$ cat config.mk
export PLATFORM = sky130hd
export DESIGN_NAME = sap_control_sequencer
export DESIGN_NICKNAME = d
export VERILOG_FILES = /design/src/rtl/sap_control_sequencer.sv
export SDC_FILE = /design/constraint.sdc
export NUM_CORES = 1
export LEC_CHECK = 0
export ABC_CLOCK_PERIOD_IN_PS = 1500
export BUFFER_PORTS_ARGS = -buffer_cell sky130_fd_sc_hd__buf_4
export CAP_MARGIN = 20
export CORE_MARGIN = 3
export CORE_UTILIZATION = 41
export CTS_BUF_LIST = sky130_fd_sc_hd__clkbuf_2
export CTS_CLUSTER_DIAMETER = 30
export DETAILED_ROUTE_END_ITERATION = 8
export PLACE_DENSITY = 0.68
export SLEW_MARGIN = 5
export SYNTH_ARGS = -nofsm -noshare
export SYNTH_HDL_FRONTEND = slang
export SYNTH_SLANG_ARGS = --single-unit
$ cat constraint.sdc
create_clock -name clk -period 1.5 [get_ports clk]
set_input_delay 0.225 -clock clk [delete_from_list [all_inputs] [get_ports clk]]
set_output_delay 0.225 -clock clk [all_outputs]
set_load 0.03 [all_outputs]
$ cat src/rtl/sap_control_sequencer.sv
// ---------------------------------------------------------------------------
// sap_control_sequencer
//
// Control sequencer for the 8-bit SAP CPU.
// Every instruction is stepped through a fixed six-T-state ring (T1..T6).
// T1..T3 fetch the instruction and are identical for all opcodes.
// T4..T6 execute it, decoded from the opcode and the carry/zero flags.
// An HLT instruction parks the machine in a HALT state until reset.
//
// Ports
//   clk      in   system clock; all state changes on the rising edge
//   rst_n    in   synchronous active-low reset; forces next state to T1
//   opcode   in   IR[7:4]; must be stable from T4 through T6
//   flag_c   in   carry flag (JC condition, sampled during T4)
//   flag_z   in   zero flag  (JZ condition, sampled during T4)
//   cp       out  PC increment
//   ep       out  PC drives bus
//   lp       out  PC load from bus
//   lm       out  MAR load
//   ce       out  RAM drives bus
//   li       out  IR load
//   ei       out  IR operand drives bus
//   la       out  A register load
//   ea       out  A register drives bus
//   lb       out  B register load
//   su       out  ALU subtract select
//   eu       out  ALU drives bus
//   lo       out  output register load
//   hlt      out  halted indicator / clock-gate request
//   t_state  out  current T-state 1..6, 0 when halted
// ---------------------------------------------------------------------------
module sap_control_sequencer (
    input  logic       clk,
    input  logic       rst_n,
    input  logic [3:0] opcode,
    input  logic       flag_c,
    input  logic       flag_z,
    output logic       cp,
    output logic       ep,
    output logic       lp,
    output logic       lm,
    output logic       ce,
    output logic       li,
    output logic       ei,
    output logic       la,
    output logic       ea,
    output logic       lb,
    output logic       su,
    output logic       eu,
    output logic       lo,
    output logic       hlt,
    output logic [2:0] t_state
);

    localparam logic [3:0] OP_LDA = 4'b0000;
    localparam logic [3:0] OP_ADD = 4'b0001;
    localparam logic [3:0] OP_SUB = 4'b0010;
    localparam logic [3:0] OP_JMP = 4'b0011;
    localparam logic [3:0] OP_JC  = 4'b0100;
    localparam logic [3:0] OP_JZ  = 4'b0101;
    localparam logic [3:0] OP_OUT = 4'b1110;
    localparam logic [3:0] OP_HLT = 4'b1111;

    // One-hot ring T1..T6 plus a dedicated HALT bit.
    typedef enum logic [6:0] {
        ST_T1   = 7'b0000001,
        ST_T2   = 7'b0000010,
        ST_T3   = 7'b0000100,
        ST_T4   = 7'b0001000,
        ST_T5   = 7'b0010000,
        ST_T6   = 7'b0100000,
        ST_HALT = 7'b1000000
    } state_t;

    state_t r_state;
    state_t w_next_state;

    // Reset wins over everything, including HALT and a half-finished instruction.
    always_ff @(posedge clk) begin
        if (!rst_n) begin
            r_state <= ST_T1;
        end else begin
            r_state <= w_next_state;
        end
    end

    always_comb begin
        w_next_state = ST_T1;
        unique case (r_state)
            ST_T1:   w_next_state = ST_T2;
            ST_T2:   w_next_state = ST_T3;
            ST_T3:   w_next_state = ST_T4;
            // HLT leaves the ring right after its (strobe-free) T4.
            ST_T4:   w_next_state = (opcode == OP_HLT) ? ST_HALT : ST_T5;
            ST_T5:   w_next_state = ST_T6;
            ST_T6:   w_next_state = ST_T1;
            ST_HALT: w_next_state = ST_HALT;
            default: w_next_state = ST_T1;
        endcase
    end

    // Control word decode. Strobes are gated by rst_n so nothing is
    // issued to the datapath while reset is held, whatever the state.
    always_comb begin
        cp      = 1'b0;
        ep      = 1'b0;
        lp      = 1'b0;
        lm      = 1'b0;
        ce      = 1'b0;
        li      = 1'b0;
        ei      = 1'b0;
        la      = 1'b0;
        ea      = 1'b0;
        lb      = 1'b0;
        su      = 1'b0;
        eu      = 1'b0;
        lo      = 1'b0;
        hlt     = 1'b0;
        t_state = 3'd0;

        unique case (r_state)
            ST_T1:   t_state = 3'd1;
            ST_T2:   t_state = 3'd2;
            ST_T3:   t_state = 3'd3;
            ST_T4:   t_state = 3'd4;
            ST_T5:   t_state = 3'd5;
            ST_T6:   t_state = 3'd6;
            default: t_state = 3'd0;
        endcase

        if (rst_n) begin
            unique case (r_state)
                ST_T1: begin
                    ep = 1'b1;
                    lm = 1'b1;
                end
                ST_T2: begin
                    cp = 1'b1;
                end
                ST_T3: begin
                    ce = 1'b1;
                    li = 1'b1;
                end
                ST_T4: begin
                    case (opcode)
                        OP_LDA, OP_ADD, OP_SUB: begin
                            ei = 1'b1;
                            lm = 1'b1;
                        end
                        OP_JMP: begin
                            ei = 1'b1;
                            lp = 1'b1;
                        end
                        // Conditional jumps look at the flags only here, in T4.
                        OP_JC: begin
                            ei = flag_c;
                            lp = flag_c;
                        end
                        OP_JZ: begin
                            ei = flag_z;
                            lp = flag_z;
                        end
                        OP_OUT: begin
                            ea = 1'b1;
                            lo = 1'b1;
                        end
                        default: ;
                    endcase
                end
                ST_T5: begin
                    case (opcode)
                        OP_LDA: begin
                            ce = 1'b1;
                            la = 1'b1;
                        end
                        OP_ADD, OP_SUB: begin
                            ce = 1'b1;
                            lb = 1'b1;
                        end
                        default: ;
                    endcase
                end
                ST_T6: begin
                    case (opcode)
                        OP_ADD: begin
                            eu = 1'b1;
                            la = 1'b1;
                        end
                        OP_SUB: begin
                            su = 1'b1;
                            eu = 1'b1;
                            la = 1'b1;
                        end
                        default: ;
                    endcase
                end
                ST_HALT: begin
                    hlt = 1'b1;
                end
                default: ;
            endcase
        end
    end

endmodule

==> After elaboration in Yosys (flattened, before gate mapping) <==
Index checks and enable logic that the tools add are counted.
{ "word_totals": {"inputBits": 8, "elab_cells": 55, "output_inout_bits": 17, "regBits": 7} }
{ "classes": {"n_eq_ne": 14, "mux": 36, "reduce_logical": 4} }
{ "ops": {"columns": ["cell", "count"], "rows": [
  ["$pmux W7 S6", 1],
  ["$mux W1", 28],
  ["$pmux W3 S6", 1],
  ["$eq A4 B2 Y1 const B", 2],
  ["$eq A4 B3 Y1 const B", 2],
  ["$eq A4 B4 Y1 const B", 2],
  ["$eq A7 B1 Y1 const B", 1],
  ["$eq A7 B2 Y1 const B", 1],
  ["$eq A7 B3 Y1 const B", 1],
  ["$eq A7 B4 Y1 const B", 1],
  ["$eq A7 B5 Y1 const B", 1],
  ["$eq A7 B6 Y1 const B", 1],
  ["$eq A7 B7 Y1 const B", 1],
  ["$mux W7", 1],
  ["$pmux W1 S2", 3],
  ["$pmux W1 S3", 2],
  ["$eq A4 B1 Y1 const B", 1],
  ["$logic_not A4 Y1", 1],
  ["$reduce_or A4 Y1", 1],
  ["$reduce_or A3 Y1", 1],
  ["$reduce_or A2 Y1", 1]
]} }

==> Longest topological paths before layout <==
Gate-level depths: netlist of run 1.
{ "logic_depth": {"ltp_word": 5, "depth_mapped": 6, "ltp_nobuf": 3} }

==> Worst setup path before layout of run 1 <==
Ideal clock, no wire load.
{ "synth_path": {"kind": "register to output", "from": "reg r_state[1]", "to": "out lo", "n_path_buf": 3, "required_time_ns": 1.275, "t_arrival_ns": 1.860, "stages_incl_launch_ff": 7, "setup_slack_ns": -0.585, "cell_sequence": "dfxtp_1 -> buf_6 -> nor2b_1 -> buf_4 -> nand4_2 -> nor3_1 -> buf_4"} }
{ "synth_between": {"elab_chain_cells": 3} }
{ "synth_rtl": {"columns": ["element", "line_no", "text"], "rows": [
  ["start, declared", "75", "state_t r_state;"],
  ["start signal, assigned", "83", "r_state <= w_next_state;"],
  ["$eq A7 B4 Y1", null, null],
  ["$mux W1 (2 in a row)", null, null],
  ["end, declared", "50", "output logic lo,"]
]} }
No other way between the ends.

==> Worst setup path after layout of run 1 <==
{ "layout_path": {"from": "reg r_state[6]", "to": "out lp"} }
{ "layout_between": {"elab_chain_cells": 3} }
{ "layout_rtl": {"columns": ["element", "line_no", "text"], "rows": [
  ["$eq A7 B4 Y1", "132", "unique case (r_state)"],
  ["$mux W1", "132", null],
  ["$mux W1", "131", "if (rst_n) begin"],
  ["end, declared", "40", "output logic lp,"]
]} }
No other way between the ends.

==> results of run 1 <==
report_power, final:
| group | switching, W | internal, W |
|---|---|---|
| clock network | 0.0000756 | 0.0000709 |
| registers | 0.0000255 | 0.000199 |
| logic | 0.000220 | 0.000227 |
| total | 0.000321 | 0.000497 |
metrics by stage:
stage	util [%]	instances	worst slack, ps	area [sq um]
after floorplan	-	84	-124	748
after detailed placement	62.5	127	-46.1	963
after global placement	62.5	127	-53.3	963
after CTS	75.7	142	-182	1170
after global routing	78.0	144	-278	1200
final	78.0	144	-220	1200
layout by cell type (no fill, tap or decap), types with 3 or more instances in the layout:
cell type / count
buf_4: 35
and4b_2: 3
clkbuf_2: 4
xor2_1: 3
buf_6: 15
nor2_1: 9
nor2b_1: 3
nand3_1: 3
dfxtp_4: 5
o21ai_1: 3
nand2_1: 6
logic make-up (layout without fill, tap and decap cells):
logic type / Yosys count / in the layout
compound gates: 14 / 14
xor+xnor: 5 / 5
buf+inv: 11 / 55
flops: 7 / 7
mux: 1 / 1
simple gates: 46 / 46
critical path, stage by stage, from the launching register on:
cell and delay (ps):
dfxtp_4 380, nor3_4 240, nand4_4 200, a211oi_2 220, buf_4 210
metal layers:
layer  up-vias  global-route usage [%]  share of wire [%]
li1        389                       -                  -
met1       392                    32.5                 44
met2        34                    37.7                 49
met3         6                    5.36                5.1
met4         0                    6.63                2.3
met5         -                       0                  0
path summary, 6_finish.rpt:
path / to / slack, ps / cells after the start
worst max-delay path: lp / -220 / 4
worst min-delay path: r_state[0] / 260 / 3
worst max register to register: r_state[0] / 120 / 5
worst min register to register: r_state[4] / 600 / 2
cell type report:
cell class / count / area [sq um] / share of cell area, %
multi-input combinational: 66 / 566 / 47.0
timing repair buffer: 50 / 432 / 35.9
sequential: 7 / 161 / 13.4
clock buffer: 4 / 20.0 / 1.66
tap: 16 / 20.0 / 1.66
inverter: 1 / 3.75 / 0.312
repair_timing:
action,in CTS,in global routing
cloned,0,0
setup buffers,11,3
pin swaps,9,2
endpoints found under the setup margin,17,17
gates resized for setup,34,7
==> impl_metrics.csv, run 1 <==
group,metric,value,unit
clock_network,root_buffer,"clkbuf_2",
finish,nFillCells,109,
yosys,netlist.area_leader.share,20.6,%
clock_network,clk_pin_slew,80,ps
yosys,synth_area_leaders,"dfxtp_1 (21%), xor2_1 (6.4%), nor2_1 (5.5%)",
floorplan,dieArea,2190,sq um
yosys,ys.flop_type,"dfxtp_1",
yosys,ys_seq_area_share,20.6,%
routing,ant_nets,0,
place,globalplace.congestion,0.756,
pwr,power.leakage,0.548,nW
global_route,grt_max_degree,10,
global_route,grt.total_usage,23.8,%
global_route,grt_overflow,0,
floorplan,die_height,46.8,um
yosys,async_reset_ff_share,0,%
floorplan,start_util,44.2,%
routing,routedWlPerCell,16.5,um
min_path,hold_path.startpoint,"rst_n",
routing,viasPerCell,5.70,
pwr,power,0.000818,W
worst_setup_path,cp_max_fo,5,
yosys,synth_top_area_cell,"dfxtp_1",
floorplan,chipWidth,46.8,um
sta,max-slew-margin-rel,83.1,%
yosys,synthTopCellsByCount,"nor2_1 (10), dfxtp_1 (7), nand2_1 (6), o21ai_0 (6), xor2_1 (5)",
yosys,synth-compound-area-share,13.8,%
floorplan,ios,25,
sta,skew,3.97,ps
finish,top_regs,"r_state x7",
worst_setup_path,r2r_start,"r_state[4]",
yosys,syn_area_per_cell,8.12,sq um
yosys,synth.distinct_cells,34,
routing,drc,0,
sta,period_minus_slack,1720,ps
place,portBuffers,24,
routing,vias,821,
routing,drt_iter0_markers,21,
sta,timing.hold.ws,265,ps
sta,rsz0062_at_grt,"yes",
sta,finalHoldViolations,0,
finish,largest_reg_flops,7,
pwr,p_per_area,681,nW/um^2
clock_network,hold_buffers,0,
yosys,synth-edff-count,0,
yosys,synth_area,682,sq um
yosys,synth.most_common_cell,"nor2_1",
worst_setup_path,end_kind,"primary output",
global_route,grt_antenna_before_repair,0,
outcome,status,"complete, but fails checks",
yosys,synth_top_family_by_area,"simple AND/OR/NAND/NOR gates",
finish,largest-register,"r_state",
clock_network,cts_buffer_depth,2,
min_path,hold_path_class,"in2reg",
place,place_hpwl,1530,um
clock_network,cts_buffers,3,
yosys,synthXorXnorAreaFrac,6.42,%
yosys,syn_nets,92,
floorplan,rows,14,
worst_setup_path,crit_type,"reg2out",
worst_setup_path,setup.worst_path.start,"r_state[6]",
clock_network,cts_tree,"built",
pwr,vdd_drop_max,0.626,mV
outcome,violations,"negative setup slack",
clock_network,htree_levels,1,
worst_setup_path,cp.arrival,1490,ps
routing,wirelength,2380,um
clock_network,clock_latency,240,ps
sta,worst_pin_slew,251,ps
global_route,grt_pass1_vias,741,
yosys,synth_fa_ha_area_share,0,%
run,max_cap_violations,0,
routing,drt-pass1-iter-count,4,
finish,antenna_cells,0,
yosys,synthSimpleGateAreaFrac,45.7,%
global_route,grt_pass1_wl,3660,um
worst_setup_path,crit_required,1270,ps
yosys,ys_ff_latch,7,
clock_network,cts.sinks,7,
finish,syn2layout_area_growth,76.3,%
sta,finalMaxSlewViolations,0,
yosys,synthMuxAreaShare,1.47,%
sta,max_freq,582,MHz
sta,layout_setup_ws,-220,ps
finish,drive_gt1_share,65.6,%
worst_setup_path,setup.worst_path.start_class,"flip-flop",
sta,fin_crit_sh,115,%
yosys,syn_inst,84,
sta,setup_tns,-2120,ps
floorplan,core-area,1540,sq um
yosys,yosysWarnings,0,
finish,fin_nets,137,
sta,setup_violations,17,
Power figures use the tool's default switching activity.
==> inputs of run 2 (changes only) <==
- ABC_CLOCK_PERIOD_IN_PS: 1500 -> 1800
- clock period: 1.5 -> 1.8 ns (I/O delays scaled with it)
==> impl_metrics.csv, run 2 (synthesized netlist as in run 1, its figures left out) <==
group,metric,value,unit
global_route,grt.total_usage,17.3,%
pwr,pwr-share-seq,33.8,%
clock_network,cts_tree,"built",
pwr,switchingPower,0.000238,W
routing,drt-pass1-iter-count,4,
sta,skew,1.88,ps
outcome,status,"completed",
pwr,vdd_drop_max,0.419,mV
sta,period_minus_slack,1780,ps
finish,nFillCells,140,
sta,worst_pin_slew,293,ps
clock_network,cts_buffers,3,
finish,top_regs,"r_state x7",
clock_network,root_buffer,"clkbuf_2",
finish,instances_no_fill,124,
place,dp.cells,116,
finish,drive_gt1_share,47.2,%
floorplan,chipWidth,46.8,um
worst_setup_path,cp_max_fo,8,
finish,antenna_cells,0,
sta,finalMaxSlewViolations,0,
sta,layout_setup_ws,24.5,ps
sta,timing.hold.ws,199,ps
sta,max-slew-margin-rel,80.4,%
routing,drc,0,
sta,setup_violations,0,
pwr,p_int,0.000345,W
sta,fin_crit_sh,98.6,%
finish,largest-register,"r_state",
place,place_hpwl,1230,um
sta,max_freq,563,MHz
min_path,hold_path_class,"in2reg",
global_route,grt_overflow,0,
global_route,grt_pass1_vias,632,
finish,syn2layout_area_growth,36.9,%
floorplan,ios,25,
place,portBuffers,24,
sta,finalHoldViolations,0,
finish,fin_nets,117,
finish,fin_util,60.6,%
clock_network,htree_levels,1,
routing,wirelength,1730,um
worst_setup_path,crit_type,"reg2out",
routing,vias,701,
pwr,comb_power_share,44.0,%
pwr,power.leakage,0.416,nW
floorplan,dieArea,2190,sq um
floorplan,die_height,46.8,um
global_route,grt_antenna_before_repair,0,
finish,final_cell_mix,"buf_4 (29), nor2_1 (10), o21ai_0 (6), nand2_1 (6), xor2_1 (5)",
run,max_cap_violations,0,
global_route,grt_max_degree,11,
global_route,grt_pass1_wl,2730,um
routing,routedWlPerCell,14.0,um
worst_setup_path,setup.worst_path.start_class,"flip-flop",
floorplan,start_util,44.2,%
clock_network,clk_pin_slew,80,ps
place,globalplace.congestion,0.788,
floorplan,rows,14,
routing,viasPerCell,5.65,
pwr,swShare,40.8,%
sta,setup_tns,0,ps
pwr,p_per_area,624,nW/um^2
finish,final_common_cell,"buf_4",
pwr,p_clk_share,22.2,%
place,post-place-ws,191,ps
routing,ant_nets,0,
worst_setup_path,rr_worst_depth,4,
clock_network,clock_latency,250,ps
sta,rsz0062_at_grt,"yes",
min_path,min_path_cells,2,
floorplan,core-area,1540,sq um
routing,drt_iter0_markers,10,
worst_setup_path,cp.arrival,1510,ps
clock_network,cts_buffer_depth,2,
clock_network,cts.sinks,7,
worst_setup_path,end_kind,"primary output",
finish,largest_reg_flops,7,
worst_setup_path,crit_required,1530,ps
## run 2: final timing paths
kind | slack (ps) | endpoint | from
worst max-delay path | 20 | lm | r_state[4]
worst min-delay path | 200 | r_state[0] | rst_n
worst min register to register | 550 | r_state[2] | r_state[1]
worst max register to register | 600 | r_state[0] | r_state[0]
## run 2: power by group through the flow
stage / Sequential (W) / Clock (W) / Combinational (W)
floorplan: 0.000174 / 0 / 0.000192
global placement: 0.000201 / 0 / 0.000216
detailed placement: 0.000202 / 0 / 0.000218
CTS: 0.000199 / 0.000131 / 0.000222
global route: 0.000200 / 0.000141 / 0.000275
finish: 0.000197 / 0.000129 / 0.000257
## run 2: cell type report
type / instances / area, sq um / share of cell area (%)
sequential: 7 / 158 / 16.9
tap: 16 / 20.0 / 2.14
inverter: 1 / 3.75 / 0.402
multi-input combinational: 66 / 494 / 52.9
timing repair buffer: 30 / 238 / 25.5
clock buffer: 4 / 20.0 / 2.14
## run 2: worst max-delay path: stages (launching register included)
cell and delay [ps]:
dfxtp_4 390, nor4_4 320, and4b_1 250, o21bai_1 110
buf_4 180
## run 2: repair_timing
action | CTS | global route
gates resized for setup | 6 | 8
pin swaps | 0 | 7
setup endpoints to repair | 8 | 11
hold buffers | 0 | 0
buffers inserted | 0 | 4
## run 2: per-stage QoR
step                      cell area (sq um)  power, W
after floorplan                         693  0.000365
after global placement                  830  0.000417
after detailed placement                830  0.000420
after CTS                               868  0.000553
after global routing                    933  0.000615
final                                   933  0.000583
## run 2: layer usage
metal	track usage (%)	vias up	share of wire [%]
li1	-	351	-
met1	24.7	327	45
met2	23.8	21	49
met3	6.90	2	5.6
met4	4.97	0	0.35
met5	0	-	0
